[config.mk]
export PLATFORM = sky130hd
export DESIGN_NAME = vsc_table
export DESIGN_NICKNAME = d
export VERILOG_FILES = /design/src/rtl/vsc_pkg.sv /design/src/rtl/vsc_table.sv
export SDC_FILE = /design/constraint.sdc
export NUM_CORES = 1
export LEC_CHECK = 0
export ABC_AREA = 1
export CAP_MARGIN = 20
export CORE_MARGIN = 2
export CORE_UTILIZATION = 40
export CTS_CLUSTER_DIAMETER = 50
export DETAILED_ROUTE_END_ITERATION = 7
export HOLD_SLACK_MARGIN = 0.06
export PLACE_DENSITY = 0.57
export SYNTH_ARGS = -nofsm -noshare
export SYNTH_HDL_FRONTEND = slang
export SYNTH_SLANG_ARGS = --single-unit
export TNS_END_PERCENT = 5
[constraint.sdc]
create_clock -name clk -period 1.15 [get_ports clk]
set_clock_uncertainty 0.05 [all_clocks]
set_input_delay 0.115 -clock clk [delete_from_list [all_inputs] [get_ports clk]]
set_output_delay 0.115 -clock clk [all_outputs]
set_load 0.005 [all_outputs]
[src/rtl/vsc_pkg.sv]
// Shared types and helpers for the vector stream checker.
// Holds the run-state encoding and the table address width derivation.
package vsc_pkg;

    typedef enum logic [2:0] {
        S_IDLE  = 3'd0,
        S_APPLY = 3'd1,
        S_WAIT  = 3'd2,
        S_CHECK = 3'd3,
        S_DONE  = 3'd4
    } state_t;

    function automatic int vsc_aw(input int depth);
        return $clog2(depth);
    endfunction

endpackage

[src/rtl/vsc_table.sv]
// Vector table: one {stimulus, expected} entry per word.
// Synchronous write, asynchronous read; contents survive reset.
module vsc_table
    import vsc_pkg::*;
#(
    parameter int DEPTH = 16,
    parameter int W     = 3,
    parameter int AW    = 4
) (
    input  logic          clk,
    input  logic          we,
    input  logic [AW-1:0] waddr,
    input  logic [W-1:0]  wdata,
    input  logic [AW-1:0] raddr,
    output logic [W-1:0]  rdata
);

    logic [W-1:0] mem [DEPTH];

    // Write port; no reset so the table persists across runs.
    always_ff @(posedge clk) begin
        if (we) begin
            mem[waddr] <= wdata;
        end
    end

    assign rdata = mem[raddr];

endmodule

==> results of run 1 <==
[final timing paths]
check,start,end
max,mem[8][2],rdata[2]
min,we,mem[2][0]
[cells in the mapped netlist, drive strengths merged]
cell,n,share of area (%)
nand2,68,12
nand3b,2,0.69
inv,42,7.3
buf,7,2.7
nand3,37,8.5
nor2,17,2.9
edfxtp,48,66
[final cells by class]
type | count | share of cell area (%)
well taps | 70 | 3.34
clock inverters | 3 | 0.525
repair buffers | 26 | 9.63
inverters | 42 | 6.20
flip-flops and latches | 48 | 54.9
multi-input cells | 124 | 22.7
clock buffers | 5 | 2.62
[kinds of logic after synthesis]
logic type,synth area share [%]
flops,66.1
simple gates,23.8
buf+inv,10.0
[timing repair]
| item | CTS | global route |
|---|---|---|
| setup endpoints to repair | 24 | 51 |
| buffers inserted | 0 | 0 |
| gates resized for setup | 25 | 17 |
| pin swaps | 7 | 10 |
[layer usage]
metal  vias up  wire (µm)  track usage, %
met4         0         48            5.36
met1       728       2100            21.7
met5         -          0               0
met2        28       2280            27.0
met3         4        142            3.14
li1        761          -               -
[placed cells by master, fill, tap and decap left out, drive strengths merged]
master,count
buf,14
clkbuf,5
clkdlybuf4s15,1
clkdlybuf4s50,7
clkinv,3
dlygate4sd2,1
dlymetal6s2s,3
edfxtp,48
inv,42
nand2,68
nand3,37
nand3b,2
nor2,17
[worst max-delay path, stage by stage (launching register included)]
cell and delay, ps:
edfxtp_1 370, inv_1 60, nand2_1 60, nand3_2 90, nand3_1 80, nand3_1 90
nand2_1 70, buf_2 130
[through the flow]
stage	setup TNS [ps]	instance area [µm²]	total power [W]
final	-764	2620	0.00324
after global routing	-1820	2620	0.00337
after CTS	-1570	2570	0.00325
after detailed placement	-18020	2470	0.00233
after global placement	-17380	2470	0.00233
after floorplan	0	2180	0.00216
[power groups by stage]
stage          Sequential (W)  Clock [W]  Combinational (W)
2_1_floorplan         0.00200          0           0.000160
3_3_place_gp          0.00201          0           0.000326
3_5_place_dp          0.00201          0           0.000326
4_1_cts               0.00197   0.000965           0.000323
5_1_grt               0.00197    0.00103           0.000374
6_report              0.00197   0.000944           0.000335
==> summary.md, run 1 <==
| Metric | Value |
|---|---|
| Area grow syn2layout | 20.4% |
| Area of the multi-input gates | 597 µm² |
| Net Sw Frac | 22.9% |
| Clk sink count | 48 |
| Worst-Margin Slew | 276 ps |
| Comb pwr share | 10.3% |
| Peak supply drop | 0.678 mV |
| DR iter-0 viols | 148 |
| Grt total ovfl | 0 |
| Port bufs | 15 |
| Worst EP arrival | 1230 ps |
| Clock Path Buffers | 2 |
| Clock slew at reported path FFs | 90 ps |
| Cts bufs inserted | 5 |
| Routed WL per cell | 14.4 µm |
| Crit start category | register |
| Inst Count DP | 310 |
| Biggest register | mem |
| RePlAce Congestion | 0.786 |
| Initial antenna violation count | 0 |
| Final setup margin | -244 ps |
| CP required | 990 ps |
| Routed Antenna Nets | 0 |
| Max reg flops | 48 |
| NetSw | 0.000742 W |
| Post-Syn Instances | 221 |
| FMAX | 717 MHz |
| CTS tree | done |
| Max-slew headroom | 81.6% |
| Placeable Area | 5170 µm² |
| Initial Util | 42.1% |
| H-tree depth | 2 |
| RSZ-0062 raised after global routing | yes |
| CTS root buffer | clkbuf_8 |
| Via count | 1521 |
| Total GRT Usage | 16.4% |
| Storage cell area | 1440 µm² |
| Post-place setup slack | -834 ps |
| Die Wd | 77.8 µm |
| FILL cells | 517 |
| Number of warnings issued by yosys | 0 |
| Hold Buf Count CTS | 0 |
| Sequential area share after synthesis | 66.1% |
| DRT Wirelength | 4.57 mm |
| Yosys reg bits | 48 |
| Max_cap viols | 0 |
| Sequential share of power | 60.6% |
| Synth Area per Inst | 9.86 µm² |
| Max Slew Vio Count | 0 |
| Setup crit end kind | output port |
| Internal | 0.00250 W |
| Final period utilization | 121% |
| First-pass GRT wire length | 7.42 mm |
| Layout cells sized above 1 | 18.1% |
| Hold Slack | 366 ps |
| Top flop regs | mem x48 |
| Tmin final | 1390 ps |
| Final core area utilization | 50.7% |
| Final hold violation count | 0 |
| CP Class | reg2out |
| Post-Syn Area | 2180 µm² |
| Largest net degree at the start of global routing | 25 |
| Power per standard cell area | 1240 nW/µm² |
| Drc violations | 0 |
| Synth Net Count | 234 |
| Distinct cells, synth | 10 |
| DRT Pass-1 Iters | 4 |
| CP Max Fanout | 1 |
| Rows | 26 |
| ANT cells | 0 |
| Vias in the first global route | 1516 |
| # nets final | 260 |
| HP Class | in2reg |
| Clock Power Share | 29.1% |
| Top Ports | 16 |
| Final Setup Violations | 6 |
| Cells on Worst Hold Path | 3 |
| LEAKAGE | 1.14 nW |
| Final Non-Filler Cells | 318 |
| Hpwl dp | 3.13 mm |
| Die Y | 77.8 µm |
| DIE AREA | 6060 µm² |
| Routed vias/inst | 4.78 |
| Violated checks | setup timing |
| Outcome | finished with violations |
Power figures use the tool's default switching activity.
==> run 2: changes to the inputs <==
Settings changed: CORE_ASPECT_RATIO set to 0.5.
Clock period 1.15 ns to 1.6 ns, I/O delays scaled along.
==> run 2 against run 1 <==
  * Worst setup slack better by 330 ps
  * Total power shrank 27%
  * Clock power decreased by 24%
  * Critical path type unchanged
  * The flow now finishes without violations
  * Critical path depth is the same
  * Final cell count decreased by 0.63%
  * Hold slack gained 210 ps
  * Via count rose by 0.72%
  * Combinational power decreased by 27%
  * Count of clock-buffer cells in the layout unchanged
  * Global-route usage up 1.3 points
==> summary.md, run 2 (synthesis results as in run 1) <==
| Metric | Value |
|---|---|
| Max reg flops | 48 (unchanged) |
| Worst-Margin Slew | 314 ps (+38.1 ps) |
| CP required | 1390 ps (+400 ps) |
| HP Class | in2reg |
| Hold Buf Count CTS | 0 (unchanged) |
| RSZ-0062 raised after global routing | no |
| Internal | 0.00181 W (-28%) |
| NetSw | 0.000564 W (-24%) |
| Area grow syn2layout | 19.2% |
| # nets final | 258 (-0.77%) |
| Cts bufs inserted | 5 (unchanged) |
| Initial antenna violation count | 0 (unchanged) |
| Layout cells sized above 1 | 14.2% (-3.9 points) |
| Peak supply drop | 0.328 mV (-52%) |
| CTS root buffer | clkbuf_8 |
| Post-DP Area | 2430 µm² (-1.4%) |
| GRT met2 Usage | 27.3% (+0.33 points) |
| Worst EP arrival | 1310 ps (+80 ps) |
| Hpwl dp | 3.48 mm (+11%) |
| Via count | 1532 (+0.72%) |
| First-pass GRT wire length | 7.78 mm (+4.8%) |
| Drc violations | 0 (unchanged) |
| Final hold violation count | 0 (unchanged) |
| CP Max Fanout | 1 (unchanged) |
| M1 GR Usage | 25.4% (+3.7 points) |
| CP Cell Sequence | inv_1 > nand2_1 > nand3_2 > nand3_1 > nand3_2 > nand2_1 > clkdlybuf4s15_1 |
| Slowest CP cell | edfxtp_1 |
| Rows | 18 (-31%) |
| Final instance area | 2600 µm² (-1.0%) |
| Most used routing layer | met2 |
| Buf/Inv on CP | 2 (unchanged) |
| Power per standard cell area | 913 nW/µm² (-26%) |
| Final Setup Violations | 0 (-6) |
| Routed vias/inst | 4.85 (+1.4%) |
| Die Y | 56.2 µm (-28%) |
| CTS tree | done |
| Top flop regs | mem x48 |
| Comb pwr share | 10.3% (about the same) |
| ANT cells | 0 (unchanged) |
| Vias in the first global route | 1481 (-2.3%) |
| Port bufs | 15 (unchanged) |
| Postcts setup bufs | 0 (unchanged) |
| Commonest non-fill, non-tap cell in the layout | nand2_1 |
| Max-slew headroom | 79.0% (-2.6 points) |
| FILL cells | 487 (-5.8%) |
| Tmin final | 1520 ps |
| Die Wd | 108 µm (+39%) |
| Setup TNS | 0 ps (+764 ps) |
| Clk sink count | 48 (unchanged) |
| Most frequent cells in the layout | 67 x nand2_1, 48 x edfxtp_1, 39 x inv_1 |
| Placeable Area | 5090 µm² (-1.6%) |
| Grt total ovfl | 0 (unchanged) |
| Largest net degree at the start of global routing | 25 (unchanged) |
| DRT Pass-1 Iters | 5 (+1) |
| DIE AREA | 6090 µm² (+0.60%) |
| RePlAce Congestion | 0.827 (+5.1%) |
| Final period utilization | 94.9% |
| DR iter-0 viols | 103 (-30%) |
| Clock Path Buffers | 2 (unchanged) |
| Area of the multi-input gates | 592 µm² (-0.84%) |
| Total GRT Usage | 17.7% (+1.3 points) |
| Setup crit end kind | output port |
| Met3 global-route usage | 3.86% (+0.72 points) |
| H-tree depth | 2 (unchanged) |
| Biggest register | mem |
| Sequential share of power | 59.6% (-1.0 points) |
| Critical Path Max Stage Delay | 380 ps (about the same) |
| DRT Wirelength | 4.98 mm (+8.9%) |
| Clock Power Share | 30.1% (+1.0 points) |
| Net Sw Frac | 23.8% (+0.91 points) |
| Routed WL per cell | 15.8 µm (+9.6%) |
| Max_cap viols | 0 (unchanged) |
| FMAX | 659 MHz |
| Outcome | finished, final reports clean |
| Top Ports | 16 (unchanged) |
| Crit start category | register |
| Storage cell area | 1440 µm² (unchanged) |
| Routed Antenna Nets | 0 (unchanged) |
| LEAKAGE | 1.12 nW (-2.1%) |
| Clock slew at reported path FFs | 90 ps (about the same) |
| Tot Pwr | 0.00237 W (-27%) |
| Worst path top cell family by delay | flip-flops |
| Max Slew Vio Count | 0 (unchanged) |
| Initial Util | 42.8% (+0.68 points) |
| CP Class | reg2out |
## run 2: final cells by class
cell class	count	share of cell area [%]
Inverter	42	6.26
Multi-Input combinational cell	124	22.8
Clock buffer	5	2.65
Sequential cell	48	55.5
Clock inverter	3	0.674
Timing Repair Buffer	24	8.77
Tap cell	70	3.37
## run 2: metrics by stage
stage          setup slack [ps]  instances  util [%]  hold slack [ps]
2_1_floorplan               626        221         -              209
3_3_place_gp               -445        307      47.8              903
3_5_place_dp               -440        307      47.8              899
4_1_cts                    -192        316      49.7              578
5_1_grt                    7.32        316      51.0              590
6_report                   81.5        316      51.0              578
## run 2: metal layers
| layer | vias up | routed length, µm | part of all wire [%] |
|---|---|---|---|
| li1 | 751 | - | - |
| met1 | 726 | 2390 | 48 |
| met2 | 47 | 2290 | 46 |
| met3 | 8 | 255 | 5.1 |
| met4 | 0 | 46 | 0.92 |
| met5 | - | 0 | 0 |
## run 2: repair_timing
item	in CTS	in global routing
resized for setup	8	20
cloned	1	0
endpoints found under the setup margin	3	3
pin swaps	1	5
## run 2: power by group through the flow
| stage | Clock [W] | Sequential, W | Combinational, W |
|---|---|---|---|
| floorplan | 0 | 0.00144 | 0.000115 |
| global placement | 0 | 0.00144 | 0.000232 |
| detailed placement | 0 | 0.00144 | 0.000231 |
| CTS | 0.000720 | 0.00141 | 0.000231 |
| global route | 0.000764 | 0.00142 | 0.000271 |
| finish | 0.000714 | 0.00141 | 0.000244 |
## run 2: worst paths after layout
path              startpoint        end  slack [ps]  cells past startpoint
hold / removal      wdata[0]  mem[0][0]         580                      2
setup / recovery   mem[6][1]   rdata[1]          80                      7
==> run 3: changes to the inputs <==
Settings changed: CORE_ASPECT_RATIO 0.5 to 0.6, HOLD_SLACK_MARGIN 0.06 to 0.03.
==> run 3 against run 2 <==
  * Hold slack lost 37 ps
  * Routed wire length down 4.2%
  * Sequential share of layout area up 1.1 points
  * Critical endpoint unchanged
  * Largest cell class unchanged
==> summary.md, run 3 (synthesis results as in run 1) <==
| Metric | Value |
|---|---|
| Sequential share of power | 60.0% (+0.4 points) |
| Biggest register | mem |
| Routed vias/inst | 4.69 (-3.3%) |
| NetSw | 0.000553 W (-1.8%) |
| Crit start category | register |
| Routed WL per cell | 15.2 µm (-3.9%) |
| CP Max Fanout | 1 (unchanged) |
| RePlAce Congestion | 0.810 (-2.1%) |
| Postcts setup bufs | 0 (unchanged) |
| LEAKAGE | 1.09 nW (-2.4%) |
| Initial Util | 42.3% (-0.54 points) |
| Final hold violation count | 0 (unchanged) |
| Worst path top cell family by delay | flip-flops |
| CTS root buffer | clkbuf_8 |
| Drc violations | 0 (unchanged) |
| Critical Path Max Stage Delay | 390 ps (about the same) |
| Area grow syn2layout | 16.8% |
| ANT cells | 0 (unchanged) |
| Grt total ovfl | 0 (unchanged) |
| Most used cell, CP | nand3_1 |
| CTS tree | done |
| Routed Antenna Nets | 0 (unchanged) |
| Port bufs | 15 (unchanged) |
| Rows | 20 (+2) |
| Cts bufs inserted | 5 (unchanged) |
| Die Wd | 99.3 µm (-8.4%) |
| Slowest CP cell | edfxtp_1 |
| Final period utilization | 91.3% (-3.6 points) |
| Clk sink count | 48 (unchanged) |
| Comb pwr share | 9.7% (-0.6 points) |
| Outcome | finished, final reports clean |
| Max_cap viols | 0 (unchanged) |
| Max reg flops | 48 (unchanged) |
| FMAX | 685 MHz (+4.0%) |
| Total GRT Usage | 17.2% (-0.49 points) |
| Peak supply drop | 0.494 mV (+50%) |
| Max Slew Vio Count | 0 (unchanged) |
| Setup crit end kind | output port |
| Max-slew headroom | 73.7% (-5.3 points) |
| Buf/Inv on CP | 2 (unchanged) |
| Clock Path Buffers | 2 (unchanged) |
| CP Cell Sequence | inv_1 > nand2_1 > nand3_1 > nand3_1 > nand3_1 > nand2_1 > clkbuf_2 |
| Clock Power Share | 30.3% (+0.2 points) |
| Hold Slack | 542 ps (-36.8 ps) |
| Layout cells sized above 1 | 10.8% (-3.4 points) |
| RSZ-0062 raised after global routing | no |
| Hpwl dp | 3.42 mm (-1.7%) |
| Clock slew at reported path FFs | 90 ps (about the same) |
| Top Ports | 16 (unchanged) |
| Vias in the first global route | 1361 (-8.1%) |
| Power per standard cell area | 925 nW/µm² (+1.3%) |
| Tmin final | 1460 ps (-58.0 ps) |
| CP Class | reg2out |
| DRT Pass-1 Iters | 5 (unchanged) |
| HP Class | in2reg |
| Internal | 0.00180 W (-0.39%) |
| Placeable Area | 5150 µm² (+1.3%) |
| First-pass GRT wire length | 7.38 mm (-5.1%) |
| Final Setup Violations | 0 (unchanged) |
| H-tree depth | 2 (unchanged) |
| Top flop regs | mem x48 |
| Hold Buf Count CTS | 0 (unchanged) |
| # nets final | 261 (+1.2%) |
| DRT Wirelength | 4.77 mm (-4.2%) |
| Inst Count DP | 307 (unchanged) |
| Largest net degree at the start of global routing | 25 (unchanged) |
| Final Non-Filler Cells | 315 (-0.32%) |
| Final core area utilization | 49.4% (-1.7 points) |
| Net Sw Frac | 23.5% (-0.26 points) |
| Worst EP arrival | 1250 ps (-60 ps) |
| Setup TNS | 0 ps (unchanged) |
| CP required | 1390 ps (about the same) |
| Most frequent cells in the layout | 68 x nand2_1, 48 x edfxtp_1, 40 x inv_1 |
| Tot Pwr | 0.00235 W (-0.74%) |
| DR iter-0 viols | 92 (-11%) |
| Initial antenna violation count | 0 (unchanged) |
| Worst-Margin Slew | 393 ps (+78.5 ps) |
| Via count | 1477 (-3.6%) |
| Commonest non-fill, non-tap cell in the layout | nand2_1 |
| Die Y | 61.2 µm (+8.9%) |
| DIE AREA | 6070 µm² (-0.27%) |
==> run 3: area by class of cell <==
cell class	count	area (µm²)
inverter	42	163
tap	66	82.6
clock buffer	5	68.8
clock inverter	3	18.8
multi-input combinational	124	529
sequential	48	1440
fill	490	2610
timing repair buffer	27	241
==> run 3: routing by layer <==
layer | vias to the layer above | share of wire, % | GRT usage, %
met2 | 35 | 40 | 24.3
met5 | - | 0 | 0
met3 | 8 | 7.3 | 4.20
li1 | 756 | - | -
met4 | 0 | 1.2 | 5.87
met1 | 678 | 51 | 26.0
==> run 3: worst paths after layout <==
kind	from	end	slack, ps	cells after the start
worst max-delay path	mem[15][1]	rdata[1]	140	7
worst min-delay path	wdata[1]	mem[8][1]	540	2
==> run 3: power by group through the flow <==
stage / clock network, W / logic (W) / registers (W)
2_1_floorplan: 0 / 0.000115 / 0.00144
3_3_place_gp: 0 / 0.000235 / 0.00144
3_5_place_dp: 0 / 0.000236 / 0.00144
4_1_cts: 0.000727 / 0.000232 / 0.00141
5_1_grt: 0.000791 / 0.000254 / 0.00142
6_report: 0.000713 / 0.000228 / 0.00141
==> run 3: what timing repair did <==
item | in CTS | in global routing
pin swaps | 1 | 5
resized for setup | 11 | 7
setup endpoints to repair | 3 | 3
==> run 3: through the flow <==
step           worst slack [ps]  cell area (µm²)
2_1_floorplan               626             2180
3_3_place_gp               -461             2460
3_5_place_dp               -473             2460
4_1_cts                   0.815             2550
5_1_grt                    50.2             2540
6_report                    140             2540
